<file path="src/rtl/cnn_pkg.sv">
// cnn_pkg: shared layer dimensions and iterator FSM state encoding
package cnn_pkg;
  localparam int K_DEF = 5;
  localparam int OUT_SIZE_DEF = 28;
  localparam int IN_CHANNEL_DEF = 1;
  localparam int OUT_CHANNEL_DEF = 6;
  localparam logic [1:0] IDLE = 2'd0;
  localparam logic [1:0] RUN = 2'd1;
  localparam logic [1:0] DONE = 2'd2;
endpackage

</file>
<file path="src/rtl/wrap_counter.sv">
// wrap_counter: one loop level; steps by STEP when enabled and wraps to 0 after LIMIT
module wrap_counter import cnn_pkg::*; #(
  parameter int W = 8,
  parameter int LIMIT = 0,
  parameter int STEP = 1
) (
  input  logic         clock,
  input  logic         rst_n,
  input  logic         clear,
  input  logic         en,
  output logic [W-1:0] value,
  output logic         carry
);
  // carry flags the terminal count; the parent ANDs it into the next level's enable
  assign carry = value == W'(LIMIT);
  // clear has priority so a new layer always starts from zero
  always_ff @(posedge clock or negedge rst_n)
    if (!rst_n) value <= '0;
    else if (clear) value <= '0;
    else if (en) value <= carry ? '0 : value + W'(STEP);
endmodule

</file>
<file path="src/rtl/loop_iterator.sv">
// loop_iterator: walks the m,r,c,n,i,j convolution loop nest one accepted tuple per cycle
module loop_iterator import cnn_pkg::*; #(
  parameter int K = K_DEF,
  parameter int OUT_SIZE = OUT_SIZE_DEF,
  parameter int IN_CHANNEL = IN_CHANNEL_DEF,
  parameter int OUT_CHANNEL = OUT_CHANNEL_DEF
) (
  input  logic       clock,
  input  logic       rst_n,
  input  logic       start,
  input  logic       ready,
  output logic [7:0] m,
  output logic [7:0] r,
  output logic [7:0] c,
  output logic [7:0] n,
  output logic [3:0] i,
  output logic [3:0] j,
  output logic       valid,
  output logic       tap_first,
  output logic       tap_last,
  output logic       busy,
  output logic       done
);
  logic [1:0] state;
  logic tj, ti, tn, tc, tr, tm, all_max, advance, step, clear;
  assign advance = state == RUN && ready;
  assign all_max = tj && ti && tn && tc && tr && tm;
  // the final tuple is not stepped past, so the outputs keep it through DONE
  assign step = advance && !all_max;
  assign clear = state == IDLE && start;
  assign valid = state == RUN;
  assign busy = state != IDLE;
  assign done = state == DONE;
  assign tap_first = valid && n == 8'd0 && i == 4'd0 && j == 4'd0;
  assign tap_last = valid && tn && ti && tj;
  wrap_counter #(.W(4), .LIMIT(K - 1)) u_j (
    .clock(clock), .rst_n(rst_n), .clear(clear), .en(step), .value(j), .carry(tj));
  wrap_counter #(.W(4), .LIMIT(K - 1)) u_i (
    .clock(clock), .rst_n(rst_n), .clear(clear), .en(step && tj), .value(i), .carry(ti));
  wrap_counter #(.W(8), .LIMIT(4 * (IN_CHANNEL - 1)), .STEP(4)) u_n (
    .clock(clock), .rst_n(rst_n), .clear(clear), .en(step && tj && ti), .value(n), .carry(tn));
  wrap_counter #(.W(8), .LIMIT(OUT_SIZE - 1)) u_c (
    .clock(clock), .rst_n(rst_n), .clear(clear), .en(step && tj && ti && tn), .value(c), .carry(tc));
  wrap_counter #(.W(8), .LIMIT(OUT_SIZE - 1)) u_r (
    .clock(clock), .rst_n(rst_n), .clear(clear), .en(step && tj && ti && tn && tc), .value(r), .carry(tr));
  wrap_counter #(.W(8), .LIMIT(OUT_CHANNEL - 1)) u_m (
    .clock(clock), .rst_n(rst_n), .clear(clear), .en(step && tj && ti && tn && tc && tr), .value(m), .carry(tm));
  // IDLE waits for start, RUN ends on the accepted final tuple, DONE lasts one cycle
  always_ff @(posedge clock or negedge rst_n)
    if (!rst_n) state <= IDLE;
    else state <= state == IDLE ? (start ? RUN : IDLE) :
                  state == RUN ? (advance && all_max ? DONE : RUN) : IDLE;
endmodule

</file>
<file path="config.mk">
export PLATFORM = sky130hd
export DESIGN_NAME = loop_iterator
export DESIGN_NICKNAME = d
export VERILOG_FILES = /design/src/rtl/cnn_pkg.sv /design/src/rtl/wrap_counter.sv /design/src/rtl/loop_iterator.sv
export SDC_FILE = /design/constraint.sdc
export NUM_CORES = 1
export LEC_CHECK = 0
export ABC_AREA = 1
export CAP_MARGIN = 15
export CORE_MARGIN = 3
export CORE_UTILIZATION = 34
export DETAILED_ROUTE_END_ITERATION = 12
export PLACE_DENSITY = 0.58
export SLEW_MARGIN = 30
export SYNTH_ARGS = -nofsm -noshare
export SYNTH_HDL_FRONTEND = slang
export SYNTH_SLANG_ARGS = --single-unit
</file>
<file path="constraint.sdc">
create_clock -name clock -period 5.6 [get_ports clock]
set_clock_uncertainty 0.2 [all_clocks]
set_input_delay 0.56 -clock clock [delete_from_list [all_inputs] [get_ports clock]]
set_output_delay 0.56 -clock clock [all_outputs]
set_load 0.02 [all_outputs]
</file>
* Word level (Yosys, flattened, before mapping)
Index checks and enable logic that the tools add are counted.
** Storage, ports and cells
- Flip-flop bits (word level) :: 42
- Bits in latches :: 0
- Memory bits (writable) :: 0
- Bits in read-only memories :: 0
- Input bits :: 4
- Logic and storage cells :: 73
- Memories :: 0
** Cells by class
- Add/subtract/negate cells :: 6
- Multiply operators :: 0
- Divide/modulo/power cells :: 0
- Order comparisons :: 0
- Equal/unequal tests :: 7
- Shift-type cells :: 0
- Mux-type cells :: 22
- Bitwise gates (word level) :: 0
- Reductions and logical operators :: 31
** Operators with widths (number)
- $mux W8 :: 12
- $add A8 B1 Y8 const B :: 3
- $mux W4 :: 6
- $logic_and A1 B1 Y1 :: 19
- $eq A8 B5 Y1 const B :: 2
- $reduce_bool A2 Y1 :: 7
- $add A4 B1 Y4 const B :: 2
- $add A8 B3 Y8 const B :: 1
- $eq A4 B3 Y1 const B :: 2
- $eq A8 B3 Y1 const B :: 1
- $logic_not A4 Y1 :: 2
- $logic_not A8 Y1 :: 1
- $mux W2 :: 3
- $eq A2 B1 Y1 const B :: 1
- $eq A2 B2 Y1 const B :: 1
- $logic_not A2 Y1 :: 1
- $logic_not A1 Y1 :: 1
- $mux W1 :: 1

* Depth between registers and ports, before layout
Gate-level depths: netlist (run 1).
- Depth after elaboration :: 15
- Depth in mapped cells :: 13
- Gate-level depth less buffers :: 13

* Modules after synthesis
From an unflattened synthesis (run 1), not the netlist that was laid out.
** Second synthesis, totals
- Cells, all modules :: 375
- Area total of the unflattened synthesis :: 2697.6 sq um
** Modules (own cells, without submodules)
- wrap_counter at u_c ... :: times used 2, cells each 64, area each 483.0 sq um, seq. area each 200.2 sq um
- wrap_counter at u_i ... :: times used 2, cells each 35, area each 259.0 sq um, seq. area each 100.1 sq um
- wrap_counter at u_m :: times used 1, cells each 69, area each 509.2 sq um, seq. area each 200.2 sq um
- wrap_counter at u_n :: times used 1, cells each 54, area each 399.1 sq um, seq. area each 150.1 sq um
- loop_iterator :: times used 1, cells each 54, area each 305.3 sq um, seq. area each 50.0 sq um

* Worst setup path before layout (run 1)
OpenSTA, ideal clock, no wires.
- Path type :: reg2out
- From :: register u_j.value[0]
- To :: output port tap_last
- Arrival time :: 1.449 ns
- Data required time :: 4.840 ns
- Path slack :: 3.391 ns
- Stages on the path, launching flop included :: 7
- Path buffers :: 0
- Cells stage by stage :: dfrtp_1 > inv_1 > ha_1 > nand3_4 > nor2_8 > inv_1 > nor2_1
** On the way
- Word-level cells in the longest chain between the ends :: 2
** Ends and longest elaborated chain
- start: declaration :: RTL line wrap_counter.sv:11 : output logic [W-1:0] value,
- start signal: assignment :: RTL line wrap_counter.sv:20 : else if (en) value <= carry ? '0 : value + W'(STEP);
- $eq A4 B3 Y1 :: RTL line wrap_counter.sv:15 : assign carry = value == W'(LIMIT);
- $logic_and A1 B1 Y1 :: RTL line loop_iterator.sv:35 : assign tap_last = valid && tn && ti && tj;
- end: declaration :: RTL line loop_iterator.sv:20 : output logic tap_last,
Every way passes these cells.

* Worst setup path in the final report (run 1)
- From :: register u_i.value[0]
- To :: output port tap_last
** On the way
- Word-level cells in the longest chain between the ends :: 3
** Ends and longest elaborated chain (RTL line)
- start: declaration :: wrap_counter.sv:11
- start signal: assignment :: wrap_counter.sv:20
- $eq A4 B3 Y1 :: wrap_counter.sv:15
- $logic_and A1 B1 Y1 (2 in a row) :: loop_iterator.sv:35
Every way passes these cells.

==> summary.txt, run 1 <==
Run status
  • Run status: finished, final reports clean

Cells and area
  • Synthesis-to-layout area growth: 25.6%
  • Fillers: 730
  • FF/Latch Area: 0.00100 mm2
  • Final Util: 44.7%
  • Area of the multi-input gates: 0.00130 mm2
  • Count of non-filler cells in the finished layout: 452
  • Diodes inserted: 0
  • Net count reported at finish: 370
  • Fraction of final layout cells sized beyond drive strength 1: 7.30%

Setup path
  • Last element of the critical path: tap_last
  • Worst r2r path cells: 11
  • Classification of the worst setup path: reg2out
  • Source of the worst register-to-register timing path: u_i.value[0]
  • Crit path DAT: 2.17 ns
  • Internal reg-to-reg setup slack: 3.34 ns
  • Crit Path Max Fanout: 5
  • Critical path launch point type: flop
  • WP data required: 4.84 ns
  • Worst setup EP type: output port
  • Crit path from: u_i.value[0]
  • Terminus of the critical flop-to-flop path: u_r.value[1]

Global routing
  • All-layer global routing usage: 14.3%
  • First-pass GRT wire length: 9.75 mm
  • Number of global-route vias before repair: 2060
  • Grt ovf: 0
  • Initial antenna violation count: 0
  • Largest net degree at the start of global routing: 41

Yosys
  • Mapped Cells: 307
  • Library cell occupying the most area in the post-synthesis netlist: sky130_fd_sc_hd__dfrtp_1
  • Syn_area_per_cell: 8.00 um2
  • Register bit count reported by yosys: 40
  • Count of cell types in the netlist: 37
  • Count of yosys warnings during synthesis: 0
  • Main area contributors after synthesis: sky130_fd_sc_hd__dfrtp_1 41%, sky130_fd_sc_hd__nand2_1 9.6%, sky130_fd_sc_hd__nor2_1 6.0%, sky130_fd_sc_hd__nand3_1 5.9%, sky130_fd_sc_hd__ha_1 5.1%
  • Synth Cell Area: 0.00246 mm2
  • Top-area cell type share of the netlist area: 40.8%
  • Register area share after synthesis: 40.8%

Detailed routing
  • Routed via count: 2120
  • Per-cell via count in the routed design: 4.69
  • Wirelength, routed: 5.63 mm
  • Number of DRC violations after detailed routing: 0
  • First-pass iteration count of the detailed router: 4
  • Routed len/inst: 12.5 um
  • Antenna viol nets, final: 0
  • Count of routing violations after the opening detailed-route iteration: 44

Power and ir drop
  • Fraction of power consumed by the clock network: 20.2%
  • Logic pwr share: 37.4%
  • Sequential power share: 42.4%
  • Peak ir drop on the vdd network: 0.000208 V
  • Switching share of power: 37.5%
  • Overall power consumption: 916 uW
  • P per Cell Area: 297 mW/mm2
  • Leak Pwr: 1.51 nW
  • Switching power of the nets: 343 uW
  • Internal power contribution: 573 uW

Clocking
  • Maximum root-to-sink buffer count: 2
  • Count of hold buffers inserted by post-cts repair: 0
  • Clock transition at the registers of the reported paths: 0.08 ns
  • Number of levels the H-tree was split into: 2
  • Clock tree from TritonCTS: done
  • CTS Buf Count: 5
  • Number of buffers inserted to repair setup after CTS: 0
  • Insertion delay of the later-clocked pin in the worst-skew pair: 0.29 ns
  • Count of instances resized after the clock tree is built: 0
  • Cell at the root of the clock tree: sky130_fd_sc_hd__clkbuf_8
  • # clock sinks: 40

Die
  • Starting utilization of the core area: 35.6%
  • Io pins: 49
  • Die height: 91.0 um
  • FP Rows: 30
  • Die area: 0.00828 mm2
  • Floorplan Core Area: 0.00691 mm2
  • DIE WIDTH: 91.0 um

Timing
  • Period utilization: 52.4%
  • Pin slew with the least headroom to its limit: 0.531 ns
  • Setup violation total in the final timing report: 0
  • Setup TNS Final: 0 ns
  • Endpoints failing hold: 0
  • Max Freq: 0.341 GHz
  • RSZ-0062 raised after global routing: no
  • Final slew viol count: 0
  • Worst-case headroom to the max-slew limit: 64.2%
  • Min Clock Period, post-route: 2.93 ns

Placed design
  • Inst Count DP: 445
  • HPWL reported at the end of detailed placement: 4.07 mm
  • Routability cong.: 0.791
  • Number of buffers added on ports: 46

Job
  • Max-cap violations: 0

Min path
  • Worst hold path class: in2async
## worst min path at each step
| stage | endpoint | slack [ns] | cells past startpoint |
|---|---|---|---|
| floorplan | state[0] | 0.06 | 0 |
| global placement | state[0] | 0.29 | 1 |
| detailed placement | state[0] | 0.29 | 1 |
| CTS | u_j.value[2] | 0.24 | 1 |
| global route | u_j.value[3] | 0.07 | 1 |
| finish | u_j.value[3] | 0.04 | 1 |
## cell usage after synthesis
| library cell | n |
|---|---|
| sky130_fd_sc_hd__o31ai_1 | 3 |
| sky130_fd_sc_hd__nand3_1 | 29 |
| sky130_fd_sc_hd__conb_1 | 1 |
| sky130_fd_sc_hd__clkbuf_1 | 2 |
| sky130_fd_sc_hd__nor2_4 | 1 |
| sky130_fd_sc_hd__or2_2 | 3 |
| sky130_fd_sc_hd__clkinv_1 | 1 |
| sky130_fd_sc_hd__nand4_1 | 19 |
| sky130_fd_sc_hd__buf_4 | 2 |
| sky130_fd_sc_hd__nand4_4 | 1 |
| sky130_fd_sc_hd__nand2_4 | 2 |
| sky130_fd_sc_hd__buf_6 | 1 |
| sky130_fd_sc_hd__o2111ai_1 | 1 |
| sky130_fd_sc_hd__nor2_1 | 39 |
| sky130_fd_sc_hd__nor2_2 | 2 |
| sky130_fd_sc_hd__buf_2 | 1 |
| sky130_fd_sc_hd__inv_1 | 30 |
| sky130_fd_sc_hd__o21ai_1 | 4 |
| sky130_fd_sc_hd__nor2_8 | 1 |
| sky130_fd_sc_hd__nand3_4 | 1 |
| sky130_fd_sc_hd__o22ai_1 | 1 |
| sky130_fd_sc_hd__a21o_1 | 1 |
| sky130_fd_sc_hd__nand2_2 | 3 |
| sky130_fd_sc_hd__o21bai_1 | 1 |
| sky130_fd_sc_hd__xor2_1 | 14 |
| sky130_fd_sc_hd__nor3_1 | 3 |
| sky130_fd_sc_hd__nand3b_1 | 2 |
| sky130_fd_sc_hd__dfrtp_1 | 40 |
| sky130_fd_sc_hd__a21oi_1 | 2 |
| sky130_fd_sc_hd__inv_2 | 1 |
| sky130_fd_sc_hd__nand3_2 | 2 |
| sky130_fd_sc_hd__o21ai_2 | 1 |
| sky130_fd_sc_hd__nand2_1 | 63 |
| sky130_fd_sc_hd__ha_1 | 10 |
| sky130_fd_sc_hd__o21ai_0 | 13 |
| sky130_fd_sc_hd__xnor2_1 | 3 |
| sky130_fd_sc_hd__nor3b_1 | 3 |
## area by class of cell
| cell class | count | share of cell area (%) |
|---|---|---|
| multi-input cells | 230 | 42.2 |
| well taps | 96 | 3.89 |
| clock inverters | 1 | 0.162 |
| repair buffers | 47 | 15.1 |
| inverters | 32 | 3.89 |
| flip-flops and latches | 40 | 32.5 |
| clock buffers | 6 | 2.35 |
## layer usage
| layer | vias to the layer above | part of all wire, % | track usage, % |
|---|---|---|---|
| met5 | - | 0 | 0 |
| met4 | 0 | 0.99 | 3.77 |
| met3 | 5 | 4.6 | 4.31 |
| met2 | 37 | 47 | 22.9 |
| met1 | 970 | 47 | 18.6 |
| li1 | 1108 | - | - |
## logic make-up after synthesis
| group | after synthesis | synth area share, % |
|---|---|---|
| AND/OR/NAND/NOR | 174 | 35.1 |
| flip-flops | 40 | 40.8 |
| buffers and inverters | 38 | 6.47 |
| AO/OA/AOI/OAI | 27 | 6.37 |
| XOR/XNOR | 17 | 6.06 |
| adder cells (fa/ha/maj) | 10 | 5.09 |
| other | 1 | 0.153 |
## registers in the layout, indices dropped and copies added, names as in the netlist
name and flops:
u_i.value 4, u_c.value 8, u_j.value 4, state 2, u_m.value 8, u_n.value 6, u_r.value 8
## stage by stage
step	hold WS (ns)	setup WS (ns)	instance area (um2)
floorplan	0.0644	3.39	2460
global placement	0.293	3.04	3000
detailed placement	0.291	2.97	3000
CTS	0.240	2.64	3080
global route	0.0742	2.50	3080
finish	0.0380	2.67	3080
## critical path, stage by stage, from the launching register on
cell,delay (ns)
sky130_fd_sc_hd__dfrtp_1,0.42
sky130_fd_sc_hd__inv_1,0.11
sky130_fd_sc_hd__ha_1,0.19
sky130_fd_sc_hd__nand3_2,0.17
sky130_fd_sc_hd__nor2_8,0.17
sky130_fd_sc_hd__inv_1,0.08
sky130_fd_sc_hd__nor2_1,0.12
sky130_fd_sc_hd__clkdlybuf4s50_1,0.62
## cell usage in the layout (no fill, tap or decap), drive strengths merged, types with 6 or more instances in the layout
cell / instances
clkbuf: 6
clkdlybuf4s50: 45
dfrtp: 40
ha: 10
inv: 31
nand2: 68
nand3: 32
nand4: 20
nor2: 43
o21ai: 18
xor2: 14
## power by group through the flow
stage	sequential, mW	combinational, mW	clock [mW]
after floorplan	0.441	0.160	0
after global placement	0.390	0.347	0
after detailed placement	0.394	0.345	0
after CTS	0.388	0.348	0.195
after global routing	0.397	0.383	0.204
final	0.388	0.343	0.185
Power figures use the tool's default switching activity.
==> run 2, diff against run 1 <==
Clock period 5.6 ns to 2.96 ns, I/O delays scaled along.
==> summary.txt, run 2 (synthesis gave the netlist of run 1 again) <==
Setup path
  • CP bufs+invs: 3 (unchanged)
  • Worst setup EP type: output port
  • Last element of the critical path: tap_last
  • Crit path DAT: 2.16 ns (about the same)
  • WP data required: 2.46 ns (-2.38 ns)
  • Terminus of the critical flop-to-flop path: u_r.value[0]
  • Worst r2r path cells: 11 (unchanged)
  • Slowest cell on the critical path: sky130_fd_sc_hd__clkdlybuf4s50_1
  • Crit Path Max Fanout: 5 (unchanged)
  • Cell repeated most along the worst path: sky130_fd_sc_hd__inv_1
  • Crit path from: u_i.value[0]
  • Critical Path Stages: 7 (unchanged)
  • CP cell instances: inv_1 > ha_1 > nand3_2 > nor2_8 > inv_1 > nor2_1 > clkdlybuf4s50_1
  • Source of the worst register-to-register timing path: u_i.value[0]
  • Internal reg-to-reg setup slack: 0.67 ns (-2.67 ns)
  • Worst path max stage delay: 0.61 ns (about the same)
  • Classification of the worst setup path: reg2out
  • Critical path launch point type: flop
  • Kind of cell adding the most delay to the critical path: buffers and inverters

Die
  • Die height: 91.0 um (unchanged)
  • Floorplan Core Area: 0.00691 mm2 (unchanged)
  • Starting utilization of the core area: 35.6% (unchanged)
  • Die area: 0.00828 mm2 (unchanged)
  • FP Rows: 30 (unchanged)
  • DIE WIDTH: 91.0 um (unchanged)
  • Io pins: 49 (unchanged)

Timing
  • Crit path setup slack, layout: 0.302 ns (-2.36 ns)
  • Final slew viol count: 0 (unchanged)
  • Setup TNS Final: 0 ns (unchanged)
  • Final Hold Slack: 0.292 ns (+0.254 ns)
  • Endpoints failing hold: 0 (unchanged)
  • Setup violation total in the final timing report: 0 (unchanged)
  • Pin slew with the least headroom to its limit: 0.561 ns (+0.0297 ns)
  • RSZ-0062 raised after global routing: no
  • Period utilization: 89.8%
  • Min Clock Period, post-route: 2.66 ns
  • Max Freq: 0.376 GHz
  • Worst-case headroom to the max-slew limit: 62.2% (-2.0 points)

Power and ir drop
  • Logic pwr share: 36.6% (-0.8 points)
  • P per Cell Area: 574 mW/mm2 (+93%)
  • Fraction of power consumed by the clock network: 22.4% (+2.2 points)
  • Leak Pwr: 1.52 nW (+0.89%)
  • Internal power contribution: 1.13 mW (+98%)
  • Switching share of power: 36.6% (-0.92 points)
  • Sequential power share: 41.0% (-1.4 points)
  • Switching power of the nets: 653 uW (+90%)
  • Peak ir drop on the vdd network: 0.000395 V (+90%)

Cells and area
  • Synthesis-to-layout area growth: 26.7%
  • Fraction of final layout cells sized beyond drive strength 1: 7.56% (+0.26 points)
  • Area of the multi-input gates: 0.00130 mm2 (unchanged)
  • Commonest cells after routing, fill and taps aside: 63 x sky130_fd_sc_hd__nand2_1, 45 x sky130_fd_sc_hd__clkdlybuf4s50_1, 40 x sky130_fd_sc_hd__dfrtp_1
  • Final Util: 45.1% (+0.42 points)
  • Net count reported at finish: 371 (+0.27%)
  • Most common cell after layout, fill and taps aside: sky130_fd_sc_hd__nand2_1
  • Diodes inserted: 0 (unchanged)
  • Layout Cell Area excl Fill: 0.00311 mm2 (+0.93%)
  • Fillers: 716 (-1.9%)
  • Top flop regs: u_c.value: 8 flops, u_m.value: 8 flops, u_r.value: 8 flops
  • FF/Latch Area: 0.00100 mm2 (unchanged)

Clocking
  • Number of levels the H-tree was split into: 2 (unchanged)
  • Clock tree from TritonCTS: done
  • Maximum root-to-sink buffer count: 2 (unchanged)
  • Cell at the root of the clock tree: sky130_fd_sc_hd__clkbuf_8
  • Number of buffers inserted to repair setup after CTS: 0 (unchanged)
  • CTS Buf Count: 5 (unchanged)
  • Clock transition at the registers of the reported paths: 0.07 ns (about the same)
  • Insertion delay of the later-clocked pin in the worst-skew pair: 0.30 ns (about the same)
  • # clock sinks: 40 (unchanged)

Global routing
  • First-pass GRT wire length: 10.3 mm (+5.4%)
  • All-layer global routing usage: 15.0% (+0.78 points)
  • Grt ovf: 0 (unchanged)
  • Largest net degree at the start of global routing: 41 (unchanged)
  • Number of global-route vias before repair: 2199 (+6.7%)
  • Initial antenna violation count: 0 (unchanged)

Placed design
  • HPWL reported at the end of detailed placement: 4.13 mm (+1.5%)
  • Area post-placement: 0.00300 mm2 (unchanged)
  • Setup Slack @ Placement: 0.612 ns (-2.36 ns)
  • Number of buffers added on ports: 46 (unchanged)
  • Routability cong.: 0.836 (+5.7%)

Min path
  • Worst hold path class: reg2reg

Detailed routing
  • Routed len/inst: 12.7 um (+2.2%)
  • First-pass iteration count of the detailed router: 4 (unchanged)
  • Wirelength, routed: 5.77 mm (+2.5%)
  • Antenna viol nets, final: 0 (unchanged)
  • Per-cell via count in the routed design: 4.81 (+2.6%)
  • Number of DRC violations after detailed routing: 0 (unchanged)
  • Routed via count: 2180 (+2.8%)
  • Count of routing violations after the opening detailed-route iteration: 63 (+43%)

Run status
  • Run status: finished, final reports clean

Job
  • Max-cap violations: 0 (unchanged)
-- run 2: cell count changes in the layout (fill, tap and decap cells not counted), sizes merged --
cell         change
clkbuf           +1
clkinv           -1
dlygate4sd3      +1
-- run 2: area by class of cell --
| cell class | instances | share of cell area, % |
|---|---|---|
| well taps | 96 | 3.86 |
| flip-flops and latches | 40 | 32.2 |
| inverters | 32 | 3.86 |
| repair buffers | 48 | 15.3 |
| clock buffers | 7 | 3.09 |
| multi-input cells | 230 | 41.8 |
-- run 2: routing by layer --
metal	track usage (%)	vias to the layer above	routed length [um]
met1	19.0	1010	2620
met3	3.89	7	331
met5	0	-	0
li1	-	1106	-
met2	24.8	57	2720
met4	5.15	0	99
-- run 2: power groups by stage --
| stage | logic (mW) | registers [mW] | clock network, mW |
|---|---|---|---|
| after floorplan | 0.303 | 0.834 | 0 |
| after global placement | 0.655 | 0.742 | 0 |
| after detailed placement | 0.660 | 0.746 | 0 |
| after CTS | 0.668 | 0.735 | 0.413 |
| after global routing | 0.728 | 0.752 | 0.433 |
| final | 0.655 | 0.732 | 0.400 |
-- run 2: repair_timing --
item                      CTS  global route
hold buffers                1             0
hold endpoints to repair   40             0
gates resized for setup     0             0
-- run 2: through the flow --
step	std cells	power (mW)
detailed placement	445	1.41
global placement	445	1.40
CTS	453	1.82
floorplan	308	1.14
global route	453	1.91
finish	453	1.79
-- run 2: worst min path at each step --
stage / start / endpoint / slack, ns / depth (start not counted)
after floorplan: rst_n / state[0] / -0.20 / 0
after detailed placement: state[1] / state[0] / 0.28 / 1
after CTS: state[1] / state[0] / 0.30 / 1
after global placement: state[1] / state[0] / 0.28 / 1
final: state[1] / state[0] / 0.29 / 1
after global routing: state[1] / state[0] / 0.33 / 1
